**config.mk**
```make
export PLATFORM = sky130hd
export DESIGN_NAME = seg7_reader
export DESIGN_NICKNAME = d
export VERILOG_FILES = /design/src/rtl/seg7_pkg.sv /design/src/rtl/seg7_sync_filter.sv /design/src/rtl/seg7_reader.sv
export SDC_FILE = /design/constraint.sdc
export NUM_CORES = 1
export LEC_CHECK = 0
export ABC_CLOCK_PERIOD_IN_PS = 1700
export CORE_ASPECT_RATIO = 1.5
export CORE_MARGIN = 1
export CORE_UTILIZATION = 45
export DETAILED_ROUTE_END_ITERATION = 7
export GPL_ROUTABILITY_DRIVEN = 0
export PLACE_DENSITY = 0.68
export SLEW_MARGIN = 15
export SYNTH_ARGS = -nofsm -noshare
export SYNTH_HDL_FRONTEND = slang
export SYNTH_SLANG_ARGS = --single-unit
```
**constraint.sdc**
```tcl
create_clock -name clk -period 1.7 [get_ports clk]
set_input_delay 0.17 -clock clk [delete_from_list [all_inputs] [get_ports clk]]
set_output_delay 0.17 -clock clk [all_outputs]
set_load 0.02 [all_outputs]
```
**src/rtl/seg7_pkg.sv**
```systemverilog
// Shared 7-segment glyph constants, reverse decode helper and output-stage state type.
// Segment order is bit0=a ... bit6=g, active-high.
package seg7_pkg;

  localparam logic [6:0] SEG_0     = 7'h3F;
  localparam logic [6:0] SEG_1     = 7'h06;
  localparam logic [6:0] SEG_2     = 7'h5B;
  localparam logic [6:0] SEG_3     = 7'h4F;
  localparam logic [6:0] SEG_4     = 7'h66;
  localparam logic [6:0] SEG_5     = 7'h6D;
  localparam logic [6:0] SEG_6     = 7'h7D;
  localparam logic [6:0] SEG_7     = 7'h07;
  localparam logic [6:0] SEG_8     = 7'h7F;
  localparam logic [6:0] SEG_9     = 7'h6F;
  localparam logic [6:0] SEG_A     = 7'h77;
  localparam logic [6:0] SEG_B     = 7'h7C;
  localparam logic [6:0] SEG_C     = 7'h39;
  localparam logic [6:0] SEG_D     = 7'h5E;
  localparam logic [6:0] SEG_E     = 7'h79;
  localparam logic [6:0] SEG_F     = 7'h71;
  localparam logic [6:0] SEG_BLANK = 7'h00;

  typedef enum logic {
    StEmpty,
    StFull
  } out_state_e;

  // Returns {invalid, blank, code[3:0]}; code is 0 for blank or invalid patterns.
  function automatic logic [5:0] seg7_to_hex(input logic [6:0] pattern);
    logic [5:0] res;
    res = 6'b10_0000;
    case (pattern)
      SEG_0:     res = 6'h00;
      SEG_1:     res = 6'h01;
      SEG_2:     res = 6'h02;
      SEG_3:     res = 6'h03;
      SEG_4:     res = 6'h04;
      SEG_5:     res = 6'h05;
      SEG_6:     res = 6'h06;
      SEG_7:     res = 6'h07;
      SEG_8:     res = 6'h08;
      SEG_9:     res = 6'h09;
      SEG_A:     res = 6'h0A;
      SEG_B:     res = 6'h0B;
      SEG_C:     res = 6'h0C;
      SEG_D:     res = 6'h0D;
      SEG_E:     res = 6'h0E;
      SEG_F:     res = 6'h0F;
      SEG_BLANK: res = 6'b01_0000;
      default:   res = 6'b10_0000;
    endcase
    return res;
  endfunction

endpackage

```
**src/rtl/seg7_sync_filter.sv**
```systemverilog
// Two-flop synchronizer plus stability filter for the segment bus.
// accept_o pulses once per settled candidate pattern.
module seg7_sync_filter
  import seg7_pkg::*;
#(
  parameter int unsigned StableCycles = 4
) (
  input  logic       clk,
  input  logic       rst_n,
  input  logic [6:0] seg_i,
  output logic [6:0] cand_o,
  output logic       accept_o
);

  localparam int unsigned CntW = $clog2(StableCycles + 1);
  localparam logic [CntW-1:0] CntMax = CntW'(StableCycles);

  logic [6:0]      s1_q, s2_q;
  logic [6:0]      cand_q, cand_d;
  logic [CntW-1:0] cnt_q, cnt_d;
  logic            fired_q, fired_d;
  logic            accept;

  // fired_q marks that this candidate already produced its accept, since cnt saturates.
  assign accept = (cnt_q == CntMax) && !fired_q;

  always_comb begin
    cand_d  = cand_q;
    cnt_d   = cnt_q;
    fired_d = fired_q;
    if (s2_q != cand_q) begin
      cand_d  = s2_q;
      cnt_d   = CntW'(1);
      fired_d = 1'b0;
    end else begin
      if (cnt_q != CntMax) begin
        cnt_d = cnt_q + CntW'(1);
      end
      if (accept) begin
        fired_d = 1'b1;
      end
    end
  end

  always_ff @(posedge clk or negedge rst_n) begin
    if (!rst_n) begin
      s1_q    <= 7'h00;
      s2_q    <= 7'h00;
      cand_q  <= 7'h00;
      cnt_q   <= '0;
      fired_q <= 1'b0;
    end else begin
      s1_q    <= seg_i;
      s2_q    <= s1_q;
      cand_q  <= cand_d;
      cnt_q   <= cnt_d;
      fired_q <= fired_d;
    end
  end

  assign cand_o   = cand_q;
  assign accept_o = accept;

endmodule

```
**src/rtl/seg7_reader.sv**
```systemverilog
// 7-segment pattern reader: filters the async segment bus, decodes new stable
// patterns to hex and presents them through a single-entry valid/ready register.
module seg7_reader
  import seg7_pkg::*;
#(
  parameter int unsigned STABLE_CYCLES = 4
) (
  input  logic       clk,
  input  logic       rst_n,
  input  logic [6:0] seg_in,
  input  logic       out_ready,
  output logic       out_valid,
  output logic [3:0] code,
  output logic       blank,
  output logic       invalid,
  output logic       overrun
);

  logic [6:0] cand;
  logic       accept;
  logic       evt;
  logic [5:0] dec;

  out_state_e state_q, state_d;
  logic [6:0] last_q, last_d;
  logic [3:0] code_q, code_d;
  logic       blank_q, blank_d;
  logic       invalid_q, invalid_d;
  logic       overrun_q, overrun_d;

  seg7_sync_filter #(
    .StableCycles(STABLE_CYCLES)
  ) u_filter (
    .clk     (clk),
    .rst_n   (rst_n),
    .seg_i   (seg_in),
    .cand_o  (cand),
    .accept_o(accept)
  );

  // Re-settling on the previously accepted pattern is not a new event.
  assign evt = accept && (cand != last_q);
  assign dec = seg7_to_hex(cand);

  always_comb begin
    state_d   = state_q;
    last_d    = accept ? cand : last_q;
    code_d    = code_q;
    blank_d   = blank_q;
    invalid_d = invalid_q;
    overrun_d = overrun_q;
    if (evt) begin
      code_d    = dec[3:0];
      blank_d   = dec[4];
      invalid_d = dec[5];
    end
    unique case (state_q)
      StEmpty: begin
        if (evt) begin
          state_d = StFull;
        end
      end
      StFull: begin
        if (evt && !out_ready) begin
          overrun_d = 1'b1;
        end else if (!evt && out_ready) begin
          state_d = StEmpty;
        end
      end
      default: state_d = StEmpty;
    endcase
  end

  always_ff @(posedge clk or negedge rst_n) begin
    if (!rst_n) begin
      state_q   <= StEmpty;
      last_q    <= 7'h00;
      code_q    <= 4'h0;
      blank_q   <= 1'b0;
      invalid_q <= 1'b0;
      overrun_q <= 1'b0;
    end else begin
      state_q   <= state_d;
      last_q    <= last_d;
      code_q    <= code_d;
      blank_q   <= blank_d;
      invalid_q <= invalid_d;
      overrun_q <= overrun_d;
    end
  end

  assign out_valid = (state_q == StFull);
  assign code      = code_q;
  assign blank     = blank_q;
  assign invalid   = invalid_q;
  assign overrun   = overrun_q;

endmodule
```
; ---- Word-level counts from Yosys, hierarchy flattened
; Index checks and enable logic that the tools add are counted.
[op_classes]
add_sub_neg = 1
eq_ne = 20
mux = 9
bitwise_logic = 1
n_reduce_logical = 11
[op_table]
columns = cell, n
row1 = $pmux W6 S17, 1
row2 = $eq A7 B7 Y1 const B, 12
row3 = $eq A7 B3 Y1 const B, 2
row4 = $eq A7 B6 Y1 const B, 2
row5 = $ne A7 B7 Y1, 2
row6 = $logic_not A7 Y1, 1
row7 = $mux W3, 2
row8 = $mux W1, 5
row9 = $logic_and A1 B1 Y1, 4
row10 = $reduce_bool A2 Y1, 2
row11 = $add A3 B1 Y3 const B, 1
row12 = $eq A3 B3 Y1 const B, 1
row13 = $logic_not A1 Y1, 3
row14 = $ne A3 B3 Y1 const B, 1
row15 = $pmux W1 S2, 1
row16 = $reduce_and A2 Y1, 1
row17 = $not A1 Y1, 1
[word_totals]
ff_bits = 40
in_bits = 10
output_inout_bits = 8

; ---- Longest topological paths before layout
; Gate-level depths: netlist of run 1.
[depth]
word_depth = 8
mapped_depth = 8
depth_no_buf = 7

; ---- Hierarchy
; A second synthesis of run 1 with hierarchy kept.
[unflattened]
cells_unflattened = 165
area_unflattened_um2 = 1903.1
[by_module_without_submodules]
columns = mod, instances, cells_each, area_each_um2, seq_area_each_um2
row1 = seg7_reader, 1, 109, 1081.0, 375.4
row2 = seg7_sync_filter, 1, 56, 822.0, 625.6

; ---- Worst setup path before layout of run 1
; Ideal clock, no wire load.
[synth_timing]
path_type = reg2reg
startpoint = reg u_filter.cnt_q[0]
endpoint = reg code_q[1], in the netlist code[1]
setup_time_ns = 0.125
arrival_ns = 1.645
t_required_ns = 1.575
path_slack_ns = -0.070
stages_incl_launch_ff = 8
cell_sequence = dfrtp_1 > inv_1 > ha_1 > nand2_1 > or2_2 > a41oi_2 > buf_6 > mux2_4
[synth_via]
elab_chain_len = 3
[synth_lines]
columns = item, line_no
row1 = "start, declared", seg7_sync_filter.sv:20  ; logic [CntW-1:0] cnt_q, cnt_d;
row2 = "start signal, assigned", seg7_sync_filter.sv:56  ; cnt_q <= cnt_d;
row3 = $eq A3 B3 Y1, seg7_sync_filter.sv:25  ; assign accept = (cnt_q == CntMax) && !fired_q;
row4 = $logic_and A1 B1 Y1, seg7_sync_filter.sv:25
row5 = $logic_and A1 B1 Y1, seg7_reader.sv:42  ; assign evt = accept && (cand != last_q);
row6 = "end signal, assigned", seg7_reader.sv:85  ; code_q <= code_d;
row7 = "end, declared", seg7_reader.sv:26  ; logic [3:0] code_q, code_d;
; Every way passes these cells.
; A chain may end at the register's enable or synchronous reset.

; ---- Worst setup path in the final report of run 1
[layout_timing]
startpoint = reg u_filter.cand_q[3], in the netlist u_filter.cand_o[3]
endpoint = reg blank_q, in the netlist blank
[layout_via]
elab_chain_len = 2
word_cells_on_any_way = 20
cone_classes = eq/ne (17) / mux (1) / reduce/logical (2)
[layout_lines]
columns = item, line_no
row1 = "start, declared", seg7_sync_filter.sv:19  ; logic [6:0] cand_q, cand_d;
row2 = "start signal, assigned", seg7_sync_filter.sv:55  ; cand_q <= cand_d;
row3 = "$eq A7 B7 Y1, or another cell as far along", seg7_pkg.sv:32  ; case (pattern)
row4 = $pmux W6 S17 / $logic_and A1 B1 Y1 (equally long branches), "seg7_pkg.sv:32, seg7_reader.sv:42"
row5 = "end signal, assigned", seg7_reader.sv:86  ; blank_q <= blank_d;
row6 = "end, declared", seg7_reader.sv:27  ; logic blank_q, blank_d;
; Several ways; a longest one is shown, not always the timed one.

==> reports/qor_table.md, run 1 <==
| Result | Value |
|:---|:---|
| Post-synthesis cell type count | 45 |
| Top-level I/O count | 18 |
| Remaining Overflow, GRT | 0 |
| Die height | 80.6 µm |
| Leakage power figure | 1.09 nW |
| Measured slew at the worst slew-check pin | 484 ps |
| Area added between synthesis and finish | 34.1% |
| Number of synthesized flops with an enable pin | 0 |
| Final setup violation count | 3 |
| Post-synthesis sequential element count | 40 |
| Unrepaired setup endpoints after global routing | yes |
| Overall global routing resource usage | 19.4% |
| Worst Skew | 9.68 ps |
| CP required | 1930 ps |
| Cell type group with the largest total delay on the critical path | simple AND/OR/NAND/NOR gates |
| Latest clock arrival within the worst-skew pair | 290 ps |
| Total half-perimeter wirelength after legalization and detailed placement | 2640 µm |
| CTS Root Cell | clkbuf_8 |
| H-tree levels | 2 |
| Reg clk slew, reported paths | 80 ps |
| Clock sink count | 40 |
| Simple-Gate Fraction of Synth Area | 15.3% |
| Arrival time of the worst setup path | 1940 ps |
| Peak ir drop on the vdd network | 0.660 mV |
| Synthesized-area fraction occupied by xor and xnor cells | 8.04% |
| Async SR Flop Fraction | 100% |
| Routed length per instance | 14.9 µm |
| Largest stage delay on the critical path | 450 ps |
| Outcome | complete, but fails checks |
| Largest net degree at the start of global routing | 22 |
| Dominant synthesized flop cell | dfrtp_1 |
| Number of optimization iterations in the first detailed-route pass | 4 |
| Yosys synthesis warning count | 0 |
| Site row count | 28 |
| Footprint of the flip-flops and latches | 1000 µm² |
| Total wire length | 3730 µm |
| Setup WS pre-CTS | -81.8 ps |
| Number of antenna violations at the first check in global routing | 0 |
| Most frequent standard cell in the layout excluding fill and tap cells | dfrtp_1 |
| Setup crit end | blank |
| RR Endpoint | blank |
| Sequential-to-total area share from yosys stat | 54.1% |
| Initial standard-cell utilization of the core | 46.8% |
| Stages on the worst setup path | 5 |
| Count of placed standard cells including taps | 234 |
| Final antenna diode count | 0 |
| Failing checks | setup timing |
| TritonCTS buffer count | 5 |
| Count of cells along the worst register-to-register path | 5 |
| Fraction of synthesized cell area taken by the top area cell type | 54.1% |
| Buffers from clock root to sink, at most | 2 |
| Area of the multi-input gates | 838 µm² |
| Placeable core region | 3960 µm² |
| Synth area leaders | dfrtp_1, xnor2_1, xor2_1 |
| Global-route wire length before repair | 5880 µm |
| Mean cell area of the mapped netlist | 10.8 µm² |
| Combinational family with the most area after synthesis | simple AND/OR/NAND/NOR gates |
| Path category of the worst min-delay check | in2reg |
| Number of global-route vias before repair | 1353 |
| Endpoint type of the worst setup path | register |
| Share of layout cells above drive strength 1 | 30.7% |
| Worst path slowest cell | or4_4 |
| Power per cell area | 815 nW/µm² |
| Remaining antenna violation count | 0 |
| Mux share of post-synthesis cell area | 3.85% |
| Vias after detailed routing | 1393 |
| Flop-to-flop setup slack | -10 ps |
| Worst slew margin relative to its limit | 67.7% |
| Fraction of the mapped netlist area in compound gates | 10.5% |
| Port-buffer cells | 17 |
| TritonCTS clock tree | yes |
| Final max-slew violation count | 0 |
| Worst setup path startpoint | u_filter.cand_o[3] |
| Cell type contributing the most total cell area after synthesis | dfrtp_1 |
| Die Footprint | 4380 µm² |
| Tcrit/Tclk final | 101% |
| Worst setup path class | reg2reg |
| Post-Synthesis Net Count | 183 |
| Iter 0 DRT Violations | 25 |
| Commonest non-fill, non-tap cells in the layout | dfrtp_1, buf_4, clkdlybuf4s50_1 |
| Max FO, Critical Path | 7 |
| Finished Layout Cells | 250 |
| Vias per Instance | 5.57 |
| Minimum period implied by the final worst setup slack | 1710 ps |
| Total DRC errors in the routed layout | 0 |
| Gate count of the mapped netlist | 171 |
| Die boundary width | 54.4 µm |
| Nature of the critical path startpoint | register |
| Buf/Inv on CP | 2 |
| Final worst slack | -10.9 ps |
| Reg-to-Reg Start | u_filter.cand_o[3] |
| Worst Hold Launch | seg_in[4] |
| Adder and majority gate portion of the synthesized area | 1.35% |
| Final core utilization | 62.7% |
| Count of filler cells inserted in the layout | 309 |
| Total of max-cap violations | 0 |
| FMAX | 584 MHz |
| Count of endpoints failing hold in the final timing report | 0 |
| Series of cell instances along the critical path | buf_12 -> or4_4 -> nor4_4 -> buf_4 -> mux2_4 |
| Mapped Area | 1850 µm² |
| Number of nets in the final layout | 216 |
worst reg2reg max path, cell delays in order, from the launching register on:
cell and delay [ps]:
dfrtp_1 420, buf_12 150, or4_4 450, nor4_4 340
buf_4 160, mux2_4 130
through the flow:
step	power, mW	cell area, µm²	hold WS [ps]	TNS (ps)
after floorplan	1.10	1870	-126	0
after detailed placement	1.18	2160	159	-188
after global routing	2.11	2480	303	-331
after CTS	2.02	2330	307	-4.73
final	2.02	2480	313	-17.9
after global placement	1.17	2160	151	-129
cell usage after synthesis (all sizes together) (3+ instances only):
| library cell | n |
|---|---|
| dfrtp | 40 |
| buf | 10 |
| clkbuf | 10 |
| nor2 | 10 |
| xnor2 | 9 |
| nand2 | 8 |
| o21ai | 8 |
| xor2 | 8 |
| inv | 7 |
| a21oi | 6 |
| mux2 | 6 |
| nand4 | 5 |
| nand2b | 4 |
| nand3 | 4 |
| a31oi | 3 |
| nor3 | 3 |
| nor4 | 3 |
worst min path at each step:
stage,end,slack [ps],cells after the start
after detailed placement,last_q[1],160,1
final,u_filter.s1_q[4],310,1
after global routing,u_filter.s1_q[4],300,1
after global placement,last_q[3],150,1
after floorplan,blank,-130,0
after CTS,u_filter.s1_q[4],310,1
layer usage:
metal / vias up / global-route usage (%) / routed length (µm)
li1: 650 / - / -
met1: 686 / 20.1 / 1350
met2: 43 / 32.9 / 2070
met3: 14 / 4.73 / 135
met4: 0 / 12.6 / 168
met5: - / 0 / 0
power by group:
part / leakage, nW / total, mW / switching, mW / internal, mW
Clock: 0.0645 / 0.829 / 0.311 / 0.518
Combinational: 0.523 / 0.199 / 0.103 / 0.0960
Sequential: 0.504 / 0.995 / 0.0182 / 0.977
Total: 1.09 / 2.02 / 0.432 / 1.59
cells by family after synthesis:
logic type | Yosys count
AOI/OAI and AO/OA | 29
xor gates and xnor gates | 17
adders and majority gates | 2
buffers and inverters | 27
DFF | 40
muxes | 6
and+or+nand+nor | 50
state kept, by name (all words and copies together), names as in the netlist:
register	count
overrun	1
u_filter.cnt_q	3
u_filter.cand_o	7
u_filter.s1_q	7
u_filter.fired_q	1
last_q	7
blank	1
invalid	1
code	4
out_valid	1
u_filter.s2_q	7
what timing repair did:
action                                  4_1_cts  5_1_grt
pin swaps                                     0        8
cloned                                        0        0
endpoints found under the setup margin        5        9
setup buffers                                 0        7
endpoints found under the hold margin        19        0
gates resized for setup                       5       20
hold buffers                                  1        0
layout make-up:
type | instances | share of cell area, %
clock buffers | 7 | 3.88
clock inverters | 1 | 1.21
inverters | 7 | 1.06
multi-input cells | 104 | 33.8
flip-flops and latches | 40 | 40.4
well taps | 45 | 2.27
repair buffers | 46 | 17.5
Power figures use the tool's default switching activity.
==> run 2: changes to the inputs <==
SYNTH_HIERARCHICAL = 1   (was not set)
==> run 2 against run 1 <==
Compared with the run above:
- the run now ends clean
- synthesized cell count decreased by 3.5%
- synthesized area rose by 2.8%
- via count shrank 1.2%
- clock power is 8.4% lower
- clock skew shrank 5.9 ps
- critical path depth unchanged
- first-iteration DRC count increased by 16%
- combinational power grew 2%
- total power down 2.9%
- sequential share of layout area rose by 1.5 points
- non-clock buffer count is 3 lower
- sequential cell count stayed put
- critical path type unchanged
- largest cell class unchanged
- highest routed layer unchanged
==> reports/qor_table.md, run 2 <==
| Result | Value |
|:---|:---|
| Remaining Overflow, GRT | 0 |
| Latest clock arrival within the worst-skew pair | 290 ps |
| Largest net degree at the start of global routing | 41 |
| Max FO, Critical Path | 6 |
| Cell type contributing the most total cell area after synthesis | dfrtp_1 |
| Met3 routed wirelength | 159 µm |
| TritonCTS clock tree | yes |
| Number of nets in the final layout | 208 |
| Async SR Flop Fraction | 100% |
| Worst slew margin relative to its limit | 72.7% |
| FMAX | 608 MHz |
| CTS Root Cell | clkbuf_8 |
| Dominant synthesized flop cell | dfrtp_1 |
| Finished Layout Cells | 242 |
| Vias per Instance | 5.69 |
| Setup WS pre-CTS | -74.6 ps |
| Number of antenna violations at the first check in global routing | 0 |
| Routed wire length on met2 | 2110 µm |
| Yosys synthesis warning count | 6 |
| Post-Synthesis Net Count | 177 |
| Mapped Area | 1900 µm² |
| Commonest non-fill, non-tap cells in the layout | dfrtp_1, buf_4, clkdlybuf4s50_1 |
| Top-level I/O count | 18 |
| Leading post-synthesis cells by instance count | dfrtp_1, xnor2_1, mux2_2, nand2_1, clkbuf_1 |
| Count of endpoints failing hold in the final timing report | 0 |
| Design area | 2400 µm² |
| Worst Skew | 3.79 ps |
| CP required | 1890 ps |
| Mean cell area of the mapped netlist | 11.5 µm² |
| Site row count | 28 |
| Endpoint type of the worst setup path | register |
| H-tree levels | 2 |
| Leakage power figure | 1.04 nW |
| Clock sink count | 40 |
| Peak ir drop on the vdd network | 0.811 mV |
| Routed length per instance | 15.8 µm |
| Post-synthesis sequential element count | 40 |
| Final max-slew violation count | 0 |
| Final antenna diode count | 0 |
| Number of synthesized flops with an enable pin | 0 |
| Die Footprint | 4500 µm² |
| Area added between synthesis and finish | 26.3% |
| Synth area leaders | dfrtp_1, xnor2_1, mux2_2 |
| Final setup violation count | 0 |
| Total of max-cap violations | 0 |
| Worst setup path class | reg2reg |
| Total wire length | 3830 µm |
| Unrepaired setup endpoints after global routing | yes |
| Top routing layer in use | met4 |
| Share of layout cells above drive strength 1 | 29.9% |
| Remaining antenna violation count | 0 |
| Most frequent standard cell in the layout excluding fill and tap cells | dfrtp_1 |
| Total DRC errors in the routed layout | 0 |
| Most frequent cell after synthesis | dfrtp_1 |
| Final core utilization | 60.2% |
| Power per cell area | 817 nW/µm² |
| Gate count of the mapped netlist | 165 |
| Port-buffer cells | 17 |
| Routed met1 length | 1390 µm |
| Overall global routing resource usage | 20.7% |
| Die boundary width | 55.1 µm |
| Sequential-to-total area share from yosys stat | 52.6% |
| Tot Pwr | 1.96 mW |
| Vias after detailed routing | 1376 |
| Nature of the critical path startpoint | register |
| Total half-perimeter wirelength after legalization and detailed placement | 2760 µm |
| Number of optimization iterations in the first detailed-route pass | 4 |
| Initial standard-cell utilization of the core | 47.7% |
| TritonCTS buffer count | 5 |
| Path category of the worst min-delay check | in2reg |
| Tcrit/Tclk final | 96.7% |
| Fraction of synthesized cell area taken by the top area cell type | 52.6% |
| Post-synthesis cell type count | 46 |
| Reg clk slew, reported paths | 70 ps |
| Outcome | complete, no violations |
| Final worst slack | 55.6 ps |
| Arrival time of the worst setup path | 1830 ps |
| Fin Hold WS | 317 ps |
| Measured slew at the worst slew-check pin | 409 ps |
| Placement Cell Area | 2180 µm² |
| Die height | 81.6 µm |
| Global-route wire length before repair | 6290 µm |
| Sum Neg Setup Slack | 0 ps |
| Number of global-route vias before repair | 1434 |
| Minimum period implied by the final worst setup slack | 1640 ps |
| Placeable core region | 3990 µm² |
| Count of placed standard cells including taps | 228 |
| Buffers from clock root to sink, at most | 2 |
| Iter 0 DRT Violations | 29 |
==> run 2: final timing paths <==
check,from,end,slack (ps),cells after the start
min in group asynchronous,rst_n,u_filter/cand_o[6],370,3
min,seg_in[4],u_filter/s1_q[4],320,1
min reg2reg,u_filter/s1_q[2],u_filter/s2_q[2],350,0
max in group asynchronous,rst_n,u_filter/cand_o[4],1120,3
max reg2reg,u_filter/cand_o[2],code[1],60,5
max,u_filter/cand_o[2],code[1],60,5
==> run 2: cells by family after synthesis <==
kind of cell             count (synthesis)  share of synthesized area [%]
AO/OA/AOI/OAI                           24                           10.4
XOR/XNOR                                18                           8.28
adder cells (fa/ha/maj)                  2                           1.31
buffers and inverters                   22                           6.31
flip-flops                              40                           52.6
multiplexers                            12                           6.97
AND/OR/NAND/NOR                         47                           14.1
==> run 2: per-layer routing <==
layer  track usage, %  up-vias
met1             21.5      680
met4             13.8        0
met5                0        -
met2             34.9       41
met3             5.56       14
li1                 -      641
==> run 2: layout make-up <==
cell class              count  area (µm²)
fillers                   336        1590
clock inverters             3        42.5
well taps                  45        56.3
flip-flops and latches     40        1010
clock buffers               5        68.8
inverters                   3        11.3
repair buffers             43         384
multi-input cells         103         835
==> run 2: what timing repair did <==
item,CTS,global route
buffers inserted,1,4
hold buffers,1,0
pin swaps,1,4
endpoints found under the hold margin,40,0
endpoints found under the setup margin,3,14
gates resized for setup,4,13
==> run 2: where the power goes <==
| part | internal [mW] | switching, mW |
|---|---|---|
| Sequential | 0.978 | 0.0239 |
| Combinational | 0.100 | 0.103 |
| Clock | 0.434 | 0.325 |
| Total | 1.51 | 0.453 |
==> run 2: critical path, stage by stage (launching register included) <==
cell	delay, ps
dfrtp_1	440
xor2_1	220
o41ai_4	480
buf_4	210
a21oi_2	30
a21o_1	150
==> run 3: changes to the inputs <==
GPL_ROUTABILITY_DRIVEN = 1   (was 0)
MAX_ROUTING_LAYER = met4   (was not set)
==> run 3 against run 2 <==
Compared with the run above:
- sequential share of layout area rose by 1.0 points
- count of clock-buffer cells in the layout unchanged
- via count down 3.6%
- routed wire length is 1.6% lower
- fmax down 2.2%
- sequential cell count did not move
- critical path depth rose by 1
- clock skew barely moved
- design area down 2.4%
- sequential power about the same
- cell count is 0.83% lower
- combinational power down 9%
- largest power group unchanged
==> reports/qor_table.md, run 3 (synthesis results as in run 2) <==
| Result | Value |
|:---|:---|
| Path category of the worst min-delay check | in2async |
| Reg-to-Reg Start | u_filter/cand_o[1] |
| Remaining Overflow, GRT | 0 |
| Measured slew at the worst slew-check pin | 364 ps |
| Largest net degree at the start of global routing | 33 |
| Tcrit/Tclk final | 99.0% |
| Arrival time of the worst setup path | 1870 ps |
| TritonCTS clock tree | yes |
| Final antenna diode count | 0 |
| Placeable core region | 3990 µm² |
| Remaining antenna violation count | 0 |
| Clock sink count | 40 |
| Nature of the critical path startpoint | register |
| Most frequent cell on the critical path | nor3_1 |
| Number of nets in the final layout | 206 |
| Total half-perimeter wirelength after legalization and detailed placement | 2860 µm |
| Fin Hold WS | 270 ps |
| Unrepaired setup endpoints after global routing | yes |
| Number of global-route vias before repair | 1404 |
| Most frequent standard cell in the layout excluding fill and tap cells | dfrtp_1 |
| RR Endpoint | invalid |
| Count of cells along the worst register-to-register path | 6 |
| Total DRC errors in the routed layout | 0 |
| Buffers from clock root to sink, at most | 2 |
| Tot Pwr | 1.94 mW |
| Worst slew margin relative to its limit | 75.5% |
| Leakage power figure | 1.01 nW |
| Endpoint type of the worst setup path | register |
| Initial standard-cell utilization of the core | 47.7% |
| TritonCTS buffer count | 5 |
| Number of optimization iterations in the first detailed-route pass | 4 |
| Vias per Instance | 5.53 |
| CP required | 1880 ps |
| Cell type group with the largest total delay on the critical path | simple AND/OR/NAND/NOR gates |
| Final setup violation count | 0 |
| Max FO, Critical Path | 8 |
| Worst setup path class | reg2reg |
| CTS Root Cell | clkbuf_8 |
| Series of cell instances along the critical path | buf_4 -> nor3_1 -> a2bb2oi_1 -> nor3_1 -> nor2_1 -> a32o_1 |
| Minimum period implied by the final worst setup slack | 1680 ps |
| Die Footprint | 4500 µm² |
| FMAX | 594 MHz |
| Worst path slowest cell | dfrtp_1 |
| Peak ir drop on the vdd network | 0.638 mV |
| Buffer count from post-CTS setup fixing | 0 |
| Total wire length | 3760 µm |
| Overall global routing resource usage | 20.4% |
| Share of layout cells above drive strength 1 | 26.2% |
| Largest stage delay on the critical path | 460 ps |
| Commonest non-fill, non-tap cells in the layout | dfrtp_1, buf_4, clkdlybuf4s50_1 |
| Area added between synthesis and finish | 23.2% |
| Count of filler cells inserted in the layout | 344 |
| Outcome | complete, no violations |
| Final max-slew violation count | 0 |
| Sum Neg Setup Slack | 0 ps |
| Top-level I/O count | 18 |
| Number of antenna violations at the first check in global routing | 0 |
| Total of max-cap violations | 0 |
| Worst Skew | 3.63 ps |
| H-tree levels | 2 |
| Global-route wire length before repair | 6150 µm |
| Iter 0 DRT Violations | 19 |
| Power per cell area | 829 nW/µm² |
| Count of endpoints failing hold in the final timing report | 0 |
| Vias after detailed routing | 1326 |
| Site row count | 28 |
| Die height | 81.6 µm |
| Die boundary width | 55.1 µm |
| Flop-to-flop setup slack | 20 ps |
| Routed length per instance | 15.7 µm |
| Buf/Inv on CP | 1 |
| Reg clk slew, reported paths | 80 ps |
| Port-buffer cells | 17 |
| Weighted congestion at the end of routability-driven global placement | 0.864 |
| Latest clock arrival within the worst-skew pair | 290 ps |
## run 3: cell types whose count changed in the layout (fill, tap and decap cells not counted), moves of 2 or more
cell,before,now
xnor2_1,11,14
xnor2_2,3,0
nor4_1,5,3
buf_6,3,1
nor4_2,0,2
## run 3: final cells by class
class / count / area [µm²] / share of cell area, %
Multi-Input combinational cell: 103 / 797 / 34.0
Sequential cell: 40 / 1000 / 42.8
Tap cell: 45 / 56.3 / 2.40
Inverter: 3 / 11.3 / 0.480
Clock buffer: 5 / 68.8 / 2.93
Timing Repair Buffer: 41 / 364 / 15.5
Clock inverter: 3 / 42.5 / 1.81
## run 3: through the flow
step,area [µm²],setup slack [ps],cells,utilization (%)
finish,2340,17.8,240,58.7
global route,2340,-51.7,240,58.7
CTS,2320,5.64,240,58.2
detailed placement,2200,7.80,231,55.1
global placement,2200,16.8,231,55.1
floorplan,1900,20.5,165,-
## run 3: timing repair
action,in CTS,in global routing
hold buffers,1,0
resized for setup,1,6
setup endpoints to repair,1,12
endpoints found under the hold margin,8,0
## run 3: how the worst max path moves through the flow
| stage | startpoint | to | slack [ps] | cells after the start |
|---|---|---|---|---|
| final | u_filter/cand_o[1] | invalid | 20 | 6 |
| after global routing | u_filter/cand_o[6] | invalid | -50 | 5 |
| after CTS | u_filter/cand_o[6] | invalid | 6 | 5 |
| after detailed placement | u_filter/cand_o[4] | invalid | 8 | 5 |
| after global placement | u_filter/cand_o[4] | invalid | 20 | 5 |
| after floorplan | u_filter/cnt_q[0] | code[0] | 20 | 8 |
## run 3: per-layer routing
metal | GRT usage (%) | part of all wire, % | vias up
met4 | 9.00 | 2.6 | 0
li1 | - | - | 632
met3 | 3.89 | 3.3 | 10
met2 | 38.1 | 59 | 34
met1 | 19.1 | 35 | 650
met5 | - | 0 | -
## run 3: power by group
part           internal (mW)  switching (mW)  total (mW)
logic                 0.0908          0.0944       0.185
registers              0.977          0.0232        1.00
clock network          0.434           0.323       0.757
total                   1.50           0.441        1.94
